## src/rtl/mem_arbiter.sv

```systemverilog
// mem_arbiter: shares one memory port between an instruction-fetch requester
// and a data requester. Each access runs IDLE -> ISSUE -> WAIT -> RESP.
// Data wins collisions, but a burst of back-to-back data grants is capped
// so that a waiting fetch cannot be starved.
module mem_arbiter #(
    parameter int LATENCY      = 2,  // cycles from mem_en to valid mem_rdata (1..15)
    parameter int MAX_DM_BURST = 4   // max consecutive data grants while a fetch waits (1..15)
) (
    input  logic        clk,
    input  logic        reset,
    input  logic        if_req,
    input  logic [31:0] if_addr,
    output logic [31:0] if_rdata,
    output logic        if_ready,
    input  logic        dm_req,
    input  logic        dm_we,
    input  logic [31:0] dm_addr,
    input  logic [31:0] dm_wdata,
    output logic [31:0] dm_rdata,
    output logic        dm_ready,
    output logic        mem_en,
    output logic        mem_we,
    output logic [31:0] mem_addr,
    output logic [31:0] mem_wdata,
    input  logic [31:0] mem_rdata,
    output logic        busy
);

    localparam logic [1:0] S_IDLE  = 2'd0;
    localparam logic [1:0] S_ISSUE = 2'd1;
    localparam logic [1:0] S_WAIT  = 2'd2;
    localparam logic [1:0] S_RESP  = 2'd3;

    localparam logic [3:0] LAT_INIT  = 4'(LATENCY);
    localparam logic [3:0] BURST_MAX = 4'(MAX_DM_BURST);

    logic [1:0]  r_state;
    logic [3:0]  r_streak;    // consecutive data grants taken while a fetch was waiting
    logic [3:0]  r_cnt;       // remaining WAIT cycles
    logic        r_owner_dm;  // 1 = access in flight belongs to the data port
    logic        r_we;
    logic [31:0] r_addr;
    logic [31:0] r_wdata;
    logic [31:0] r_rdata;     // word captured from memory at the end of WAIT

    logic w_any_req;
    logic w_grant_dm;
    logic w_resp;

    assign w_any_req  = if_req | dm_req;
    // Data wins a collision unless it has already used up its burst allowance.
    assign w_grant_dm = dm_req & (~if_req | (r_streak != BURST_MAX));

    // Access sequencer: grant and latch in IDLE, strobe memory, count latency, respond.
    always_ff @(posedge clk or posedge reset) begin
        if (reset) begin
            r_state    <= S_IDLE;
            r_streak   <= 4'd0;
            r_cnt      <= 4'd0;
            r_owner_dm <= 1'b0;
            r_we       <= 1'b0;
            r_addr     <= 32'd0;
            r_wdata    <= 32'd0;
            r_rdata    <= 32'd0;
        end else begin
            // NOTE: non-blocking assignments so every register here samples the
            // pre-edge values of the others, independent of statement order.
            case (r_state)
                S_IDLE: begin
                    if (w_any_req) begin
                        r_state    <= S_ISSUE;
                        r_owner_dm <= w_grant_dm;
                        if (w_grant_dm) begin
                            r_addr  <= dm_addr;
                            r_we    <= dm_we;
                            r_wdata <= dm_wdata;
                            if (if_req)
                                r_streak <= (r_streak == BURST_MAX) ? BURST_MAX
                                                                    : r_streak + 4'd1;
                            else
                                r_streak <= 4'd0;
                        end else begin
                            r_addr   <= if_addr;
                            r_we     <= 1'b0;
                            r_wdata  <= 32'd0;
                            r_streak <= 4'd0;
                        end
                    end
                end
                S_ISSUE: begin
                    r_state <= S_WAIT;
                    r_cnt   <= LAT_INIT;
                end
                S_WAIT: begin
                    r_cnt <= r_cnt - 4'd1;
                    if (r_cnt == 4'd1) begin
                        r_rdata <= mem_rdata;
                        r_state <= S_RESP;
                    end
                end
                default: begin
                    r_state <= S_IDLE;
                end
            endcase
        end
    end

    // The latched address and write data drive the memory bus directly, so
    // they naturally hold their last value outside ISSUE and clear on reset.
    assign busy      = (r_state != S_IDLE);
    assign mem_en    = (r_state == S_ISSUE);
    assign mem_we    = mem_en & r_we;
    assign mem_addr  = r_addr;
    assign mem_wdata = r_wdata;

    assign w_resp   = (r_state == S_RESP);
    assign if_ready = w_resp & ~r_owner_dm;
    assign dm_ready = w_resp & r_owner_dm;
    assign if_rdata = if_ready ? r_rdata : 32'd0;
    // A store returns no data.
    assign dm_rdata = (dm_ready & ~r_we) ? r_rdata : 32'd0;

endmodule

```

## config.mk

```make
export PLATFORM = sky130hd
export DESIGN_NAME = mem_arbiter
export DESIGN_NICKNAME = d
export VERILOG_FILES = /design/src/rtl/mem_arbiter.sv
export SDC_FILE = /design/constraint.sdc
export NUM_CORES = 1
export LEC_CHECK = 0
export ABC_AREA = 1
export CAP_MARGIN = 15
export CORE_AREA = 2 2 103 105
export DETAILED_ROUTE_END_ITERATION = 12
export DIE_AREA = 0 0 105 107
export DONT_BUFFER_PORTS = 1
export MAX_ROUTING_LAYER = met4
export PLACE_DENSITY = 0.67
export SLEW_MARGIN = 10
export SYNTH_ARGS = -nofsm -noshare
export SYNTH_HDL_FRONTEND = slang
export SYNTH_SLANG_ARGS = --single-unit
```

## constraint.sdc

```tcl
create_clock -name clk -period 3.9 [get_ports clk]
set_input_delay 0.39 -clock clk [delete_from_list [all_inputs] [get_ports clk]]
set_output_delay 0.39 -clock clk [all_outputs]
set_load 0.03 [all_outputs]
```

==> results of run 1 <==
## power by group through the flow
stage          logic, µW  registers, µW  clock network [µW]
3_3_place_gp        1520           2570                   0
3_5_place_dp        1590           2580                   0
6_report            1590           2560                 637
2_1_floorplan       1350           2470                   0
5_1_grt             1810           2610                 704
4_1_cts             1590           2560                 658
## routing by layer
metal  global-route usage (%)  part of all wire [%]  wire length (µm)
met3                     4.26                   6.7               809
met4                     9.52                   2.1               255
met2                     36.9                    50              6080
met1                     25.7                    41              4930
met5                        -                     0                 0
## cells by family after synthesis
| kind of cell | after synthesis | share of synthesized area, % |
|---|---|---|
| buffers and inverters | 152 | 11.5 |
| AOI/OAI and AO/OA | 43 | 4.40 |
| xor gates and xnor gates | 1 | 0.167 |
| DFF | 108 | 51.6 |
| adders and majority gates | 8 | 1.91 |
| and+or+nand+nor | 394 | 30.4 |
## per-stage QoR
step,instance area (µm²),hold slack [ns]
floorplan,5230,0.463
global placement,5270,0.498
detailed placement,5270,0.490
CTS,5460,0.107
global route,5480,0.103
finish,5480,0.0923
## final cells by class
| class | count | area (µm²) | area share [%] |
|---|---|---|---|
| clock buffer | 10 | 138 | 2.51 |
| inverter | 115 | 434 | 7.92 |
| multi-input combinational | 446 | 1940 | 35.3 |
| clock inverter | 6 | 48.8 | 0.891 |
| sequential | 108 | 2700 | 49.3 |
| tap | 136 | 170 | 3.11 |
| timing repair buffer | 5 | 50.0 | 0.913 |
## state kept, by name, indices dropped and copies added (netlist names)
signal,flops
r_we,1
r_cnt,4
r_state,2
r_owner_dm,1
r_streak,4
r_rdata,32
mem_wdata,32
mem_addr,32
## synth_stat cells
cell type	n	area [µm²]
nand4_1	2	12.5
or2_2	1	6.26
nor3b_1	1	7.51
ha_1	8	100
clkbuf_1	23	86.3
nor2_1	103	387
a21oi_4	1	16.3
buf_2	11	55.1
nand2_1	213	800
inv_2	4	15.0
a21oi_1	34	170
xnor2_1	1	8.76
buf_6	2	22.5
and3_1	1	6.26
clkbuf_2	1	5.00
a31oi_1	1	6.26
dfrtp_1	108	2700
nand4_2	1	12.5
nor3_1	1	5.00
o22ai_1	2	12.5
nand3_1	71	355
inv_1	111	417
o21ai_0	5	25.0
## worst max path at each step
stage,startpoint,endpoint
final,r_state[1],if_rdata[21]
after global routing,r_state[0],if_rdata[10]
after CTS,r_state[1],if_rdata[10]
after detailed placement,r_state[1],if_rdata[10]
after global placement,r_state[0],if_rdata[15]
after floorplan,reset,mem_addr[0]
## worst reg2reg max path, delay by kind of cell, from the launching register on
family / cells / cell delay, ns
simple gates: 5 / 1.37
buf+inv: 2 / 0.46
fa+ha+maj: 1 / 0.20
flops: 1 / 0.42
==> impl_metrics.tcl, run 1 <==
set metrics [dict create \
    fin_crit_sh_pct 79.4 \
    firstDrtPassIters 6 \
    crit_chain "ha_1 > inv_1 > nor2_1 > inv_1 > nor2_1" \
    worstMarginPinSlew_ns 0.959 \
    utilization_pct 54.3 \
    diodes 0 \
    drcViolationCount 0 \
    dp.cells 809 \
    period_needed_ns 3.10 \
    num_rows 37 \
    reg2reg_slack_ns 1.35 \
    p_int_uw 2310 \
    switchingPower_uw 2470 \
    cp_max_fo 32 \
    grt_setup_unrepaired "no" \
    worstSetupPathType "reg2out" \
    die-area_um2 11200 \
    arrival_ns 2.71 \
    synth.distinct_cells 23 \
    wl_per_cell_um 14.6 \
    dpl.hpwl_mm 8.83 \
    seqPwrFrac_pct 53.5 \
    clock_sinks 108 \
    drt-initial-drc-count 287 \
    final_common_cell "nand2_1" \
    skew_ns 0.00802 \
    numPortBuffers 0 \
    power_uw 4780 \
    maxSlewHeadroom_pct 35.9 \
    avgSynthCellArea_um2 7.41 \
    slew_viol_final 0 \
    gr-total-overflow 0 \
    wl_mm 12.1 \
    gr-usage-all-layers_pct 21.9 \
    max_freq_ghz 0.323 \
    comb_power_share_pct 33.2 \
    grt_max_degree 78 \
    antenna_found_initial 0 \
    peakVddDrop_uv 450 \
    critical_path.startpoint_type "flip-flop" \
    final_cell_mix "nand2_1 (213), inv_1 (110), dfrtp_1 (108)" \
    power_frac_clock_pct 13.3 \
    initial_utilization_pct 51.9 \
    io-pin-count 266 \
    grt_first_pass_wirelength_mm 19.2 \
    grt_pass1_vias 4017 \
    fillers 986 \
    critPathSlowestCell "nor2_1" \
    drv_cap 0 \
    r2r_cells 8 \
    post_cts_buffers 0 \
    synth_nets 847 \
    setup_violations 0 \
    cp_data_required_time_ns 3.51 \
    core_area_um2 10100 \
    critPathBufInv 2 \
    synthToLayoutAreaGrowth_pct 4.69 \
    die_w_um 105 \
    setup_tns_ns 0 \
    yosysSeqAreaShare_pct 51.6 \
    cts_resized 0 \
    hold_path_class "in2async" \
    switching_share_pct 51.8 \
    hold_violations 0 \
    syn_area_um2 5230 \
    layout.nets 826 \
    worst_slack_ns 0.802 \
    fin_cells 826 \
    die_h_um 107 \
    gp_congestion 0.821 \
    cts_buffers 9 \
    path_clk_slew_ns 0.10 \
    r2r_start "r_streak[0]" \
    endpoint_kind "output pin" \
    cts_hold_buffers 0 \
    clk_latency_ns 0.37 \
    via_count 4236 \
    htreeDepth 3 \
    synth_seq_cells 108 \
    cts_buffer_depth 2 \
    cts_root_buf "clkbuf_8" \
    cts_tree "done" \
    cp_top_family "simple AND/OR/NAND/NOR gates" \
    drive_above_1_share_pct 4.35 \
    outcome "finished clean" \
    power-per-cell-area_nw_per_um2 873 \
    crit_cells 5 \
    viasPerCell 5.13 \
    rr_endpoint "mem_addr[9]" \
    ys_warn_count 0 \
    synthCells 706 \
    pre_cts_ws_ns 1.23 \
    power_leakage_uw 0.00316 \
    critPathMaxStageDelay_ns 0.61 \
    ant_nets 0 \
]
Power figures use the tool's default switching activity.
==> run 2: changes to the inputs <==
==> constraint.sdc (replaced) <==
create_clock -name clk -period 3.15 [get_ports clk]
set_input_delay 0.315 -clock clk [delete_from_list [all_inputs] [get_ports clk]]
set_output_delay 0.315 -clock clk [all_outputs]
set_load 0.03 [all_outputs]
==> run 2 against run 1 <==
Against the previous run:
- worst hold slack got worse by 0.041 ns
- utilization increased by 2.8 points
- clock power increased by 19%
- routed wire length increased by 3.1%
- sequential share of layout area decreased by 2.4 points
- non-clock buffer count increased by 37
- first-iteration DRC count increased by 14%
- design area increased by 5.2%
- critical path depth increased by 1
- register-to-register slack got worse by 0.34 ns
==> impl_metrics.tcl, run 2 (same netlist as run 1, synthesis figures left out) <==
set metrics [dict create \
    cp_data_required_time_ns 2.83 \
    crit_chain "ha_1 > inv_1 > nor2_1 > inv_1 > nor2_1 > buf_4" \
    period_needed_ns 2.96 \
    drcViolationCount 0 \
    maxSlewHeadroom_pct 36.0 \
    drive_above_1_share_pct 9.08 \
    cts_resized 0 \
    critPathSlowestCell "inv_1" \
    seqPwrFrac_pct 52.5 \
    peakVddDrop_uv 520 \
    die-area_um2 11200 \
    die_w_um 105 \
    grt_pass1_vias 4167 \
    cp_max_fo 32 \
    worstMarginPinSlew_ns 0.959 \
    design_area_um2 5760 \
    fillers 957 \
    cts_tree "done" \
    wl_per_cell_um 14.4 \
    drt-initial-drc-count 326 \
    numPortBuffers 0 \
    multiInputGateArea_um2 1940 \
    arrival_ns 2.65 \
    dpl_cell_area_um2 5580 \
    antenna_found_initial 0 \
    io-pin-count 266 \
    max_freq_ghz 0.338 \
    htreeDepth 3 \
    ant_nets 0 \
    clock_sinks 108 \
    switchingPower_uw 3080 \
    r2r_cells 8 \
    drv_cap 0 \
    critPathMaxStageDelay_ns 0.62 \
    grt_setup_unrepaired "no" \
    hold_violations 0 \
    hold_start "dm_wdata[26]" \
    skew_ns 0.0130 \
    critical_path.startpoint_type "flip-flop" \
    power_leakage_uw 0.00334 \
    r2r_start "r_streak[0]" \
    core_area_um2 10100 \
    gr-usage-all-layers_pct 22.7 \
    fin_cells 863 \
    switching_share_pct 51.0 \
    viasPerCell 5.00 \
    gp_congestion 0.849 \
    final_common_cell "nand2_1" \
    initial_utilization_pct 51.9 \
    setup_violations 0 \
    cts_buffers 9 \
    fin_crit_sh_pct 94.0 \
    outcome "finished clean" \
    startpoint "r_state[1]" \
    power_frac_clock_pct 12.5 \
    worstSetupPathType "reg2out" \
    synthToLayoutAreaGrowth_pct 10.1 \
    comb_power_share_pct 35.0 \
    post_cts_buffers 0 \
    layout.nets 863 \
    setup_tns_ns 0 \
    path_clk_slew_ns 0.10 \
    endpoint_kind "output pin" \
    hold_path_class "in2reg" \
    hold-path-cell-count 2 \
    cts_buffer_depth 2 \
    reg2reg_slack_ns 1.01 \
    diodes 0 \
    clk_latency_ns 0.36 \
    firstDrtPassIters 5 \
    slew_viol_final 0 \
    cp_top_family "buffers and inverters" \
    grt_first_pass_wirelength_mm 20.0 \
    cts_root_buf "clkbuf_8" \
    num_rows 37 \
    regArea_um2 2700 \
    dpl.hpwl_mm 9.25 \
    critPathBufInv 3 \
    power-per-cell-area_nw_per_um2 1050 \
    final_cell_mix "nand2_1 (213), inv_1 (110), dfrtp_1 (108)" \
    wl_mm 12.4 \
    grt_max_degree 47 \
    cts_hold_buffers 1 \
    die_h_um 107 \
    via_count 4312 \
    dp.cells 846 \
    p_int_uw 2960 \
    hold_end "mem_wdata[26]" \
    rr_endpoint "mem_wdata[5]" \
    gr-total-overflow 0 \
]
[run 2: per-layer routing]
metal	up-vias	global-route usage (%)	wire length [µm]
met2	203	37.8	6100
met1	1947	27.1	5120
met4	0	9.71	282
met3	19	4.44	937
li1	2143	-	-
met5	-	-	0
[run 2: cell type report]
class                      count  area share (%)
clock buffer                  10            2.39
clock inverter                 6           0.695
inverter                     115            7.55
multi-input combinational    446            33.6
sequential                   108            46.9
tap                          136            2.95
timing repair buffer          42            5.95
[run 2: metrics by stage]
step / setup slack [ns] / hold WS [ns] / utilization [%] / power [µW]
after floorplan: 0.999 / 0.425 / - / 4740
after global placement: 0.765 / 0.355 / 55.3 / 5230
after detailed placement: 0.626 / 0.371 / 55.3 / 5320
after CTS: 0.216 / 0.0320 / 57.1 / 6090
after global routing: 0.0269 / 0.0300 / 57.1 / 6460
final: 0.189 / 0.0508 / 57.1 / 6040
[run 2: power groups by stage]
stage	Combinational, µW	Clock [µW]	Sequential, µW
global route	2380	849	3230
finish	2110	755	3170
detailed placement	2130	0	3190
CTS	2130	791	3170
floorplan	1680	0	3060
global placement	2050	0	3180
[run 2: how the worst max path moves through the flow]
stage | to | slack [ns] | cells after the start
2_1_floorplan | if_rdata[10] | 1.0 | 6
3_3_place_gp | if_rdata[21] | 0.76 | 6
3_5_place_dp | if_rdata[27] | 0.63 | 6
4_1_cts | if_rdata[27] | 0.22 | 6
5_1_grt | if_rdata[21] | 0.03 | 6
6_report | if_rdata[27] | 0.19 | 6
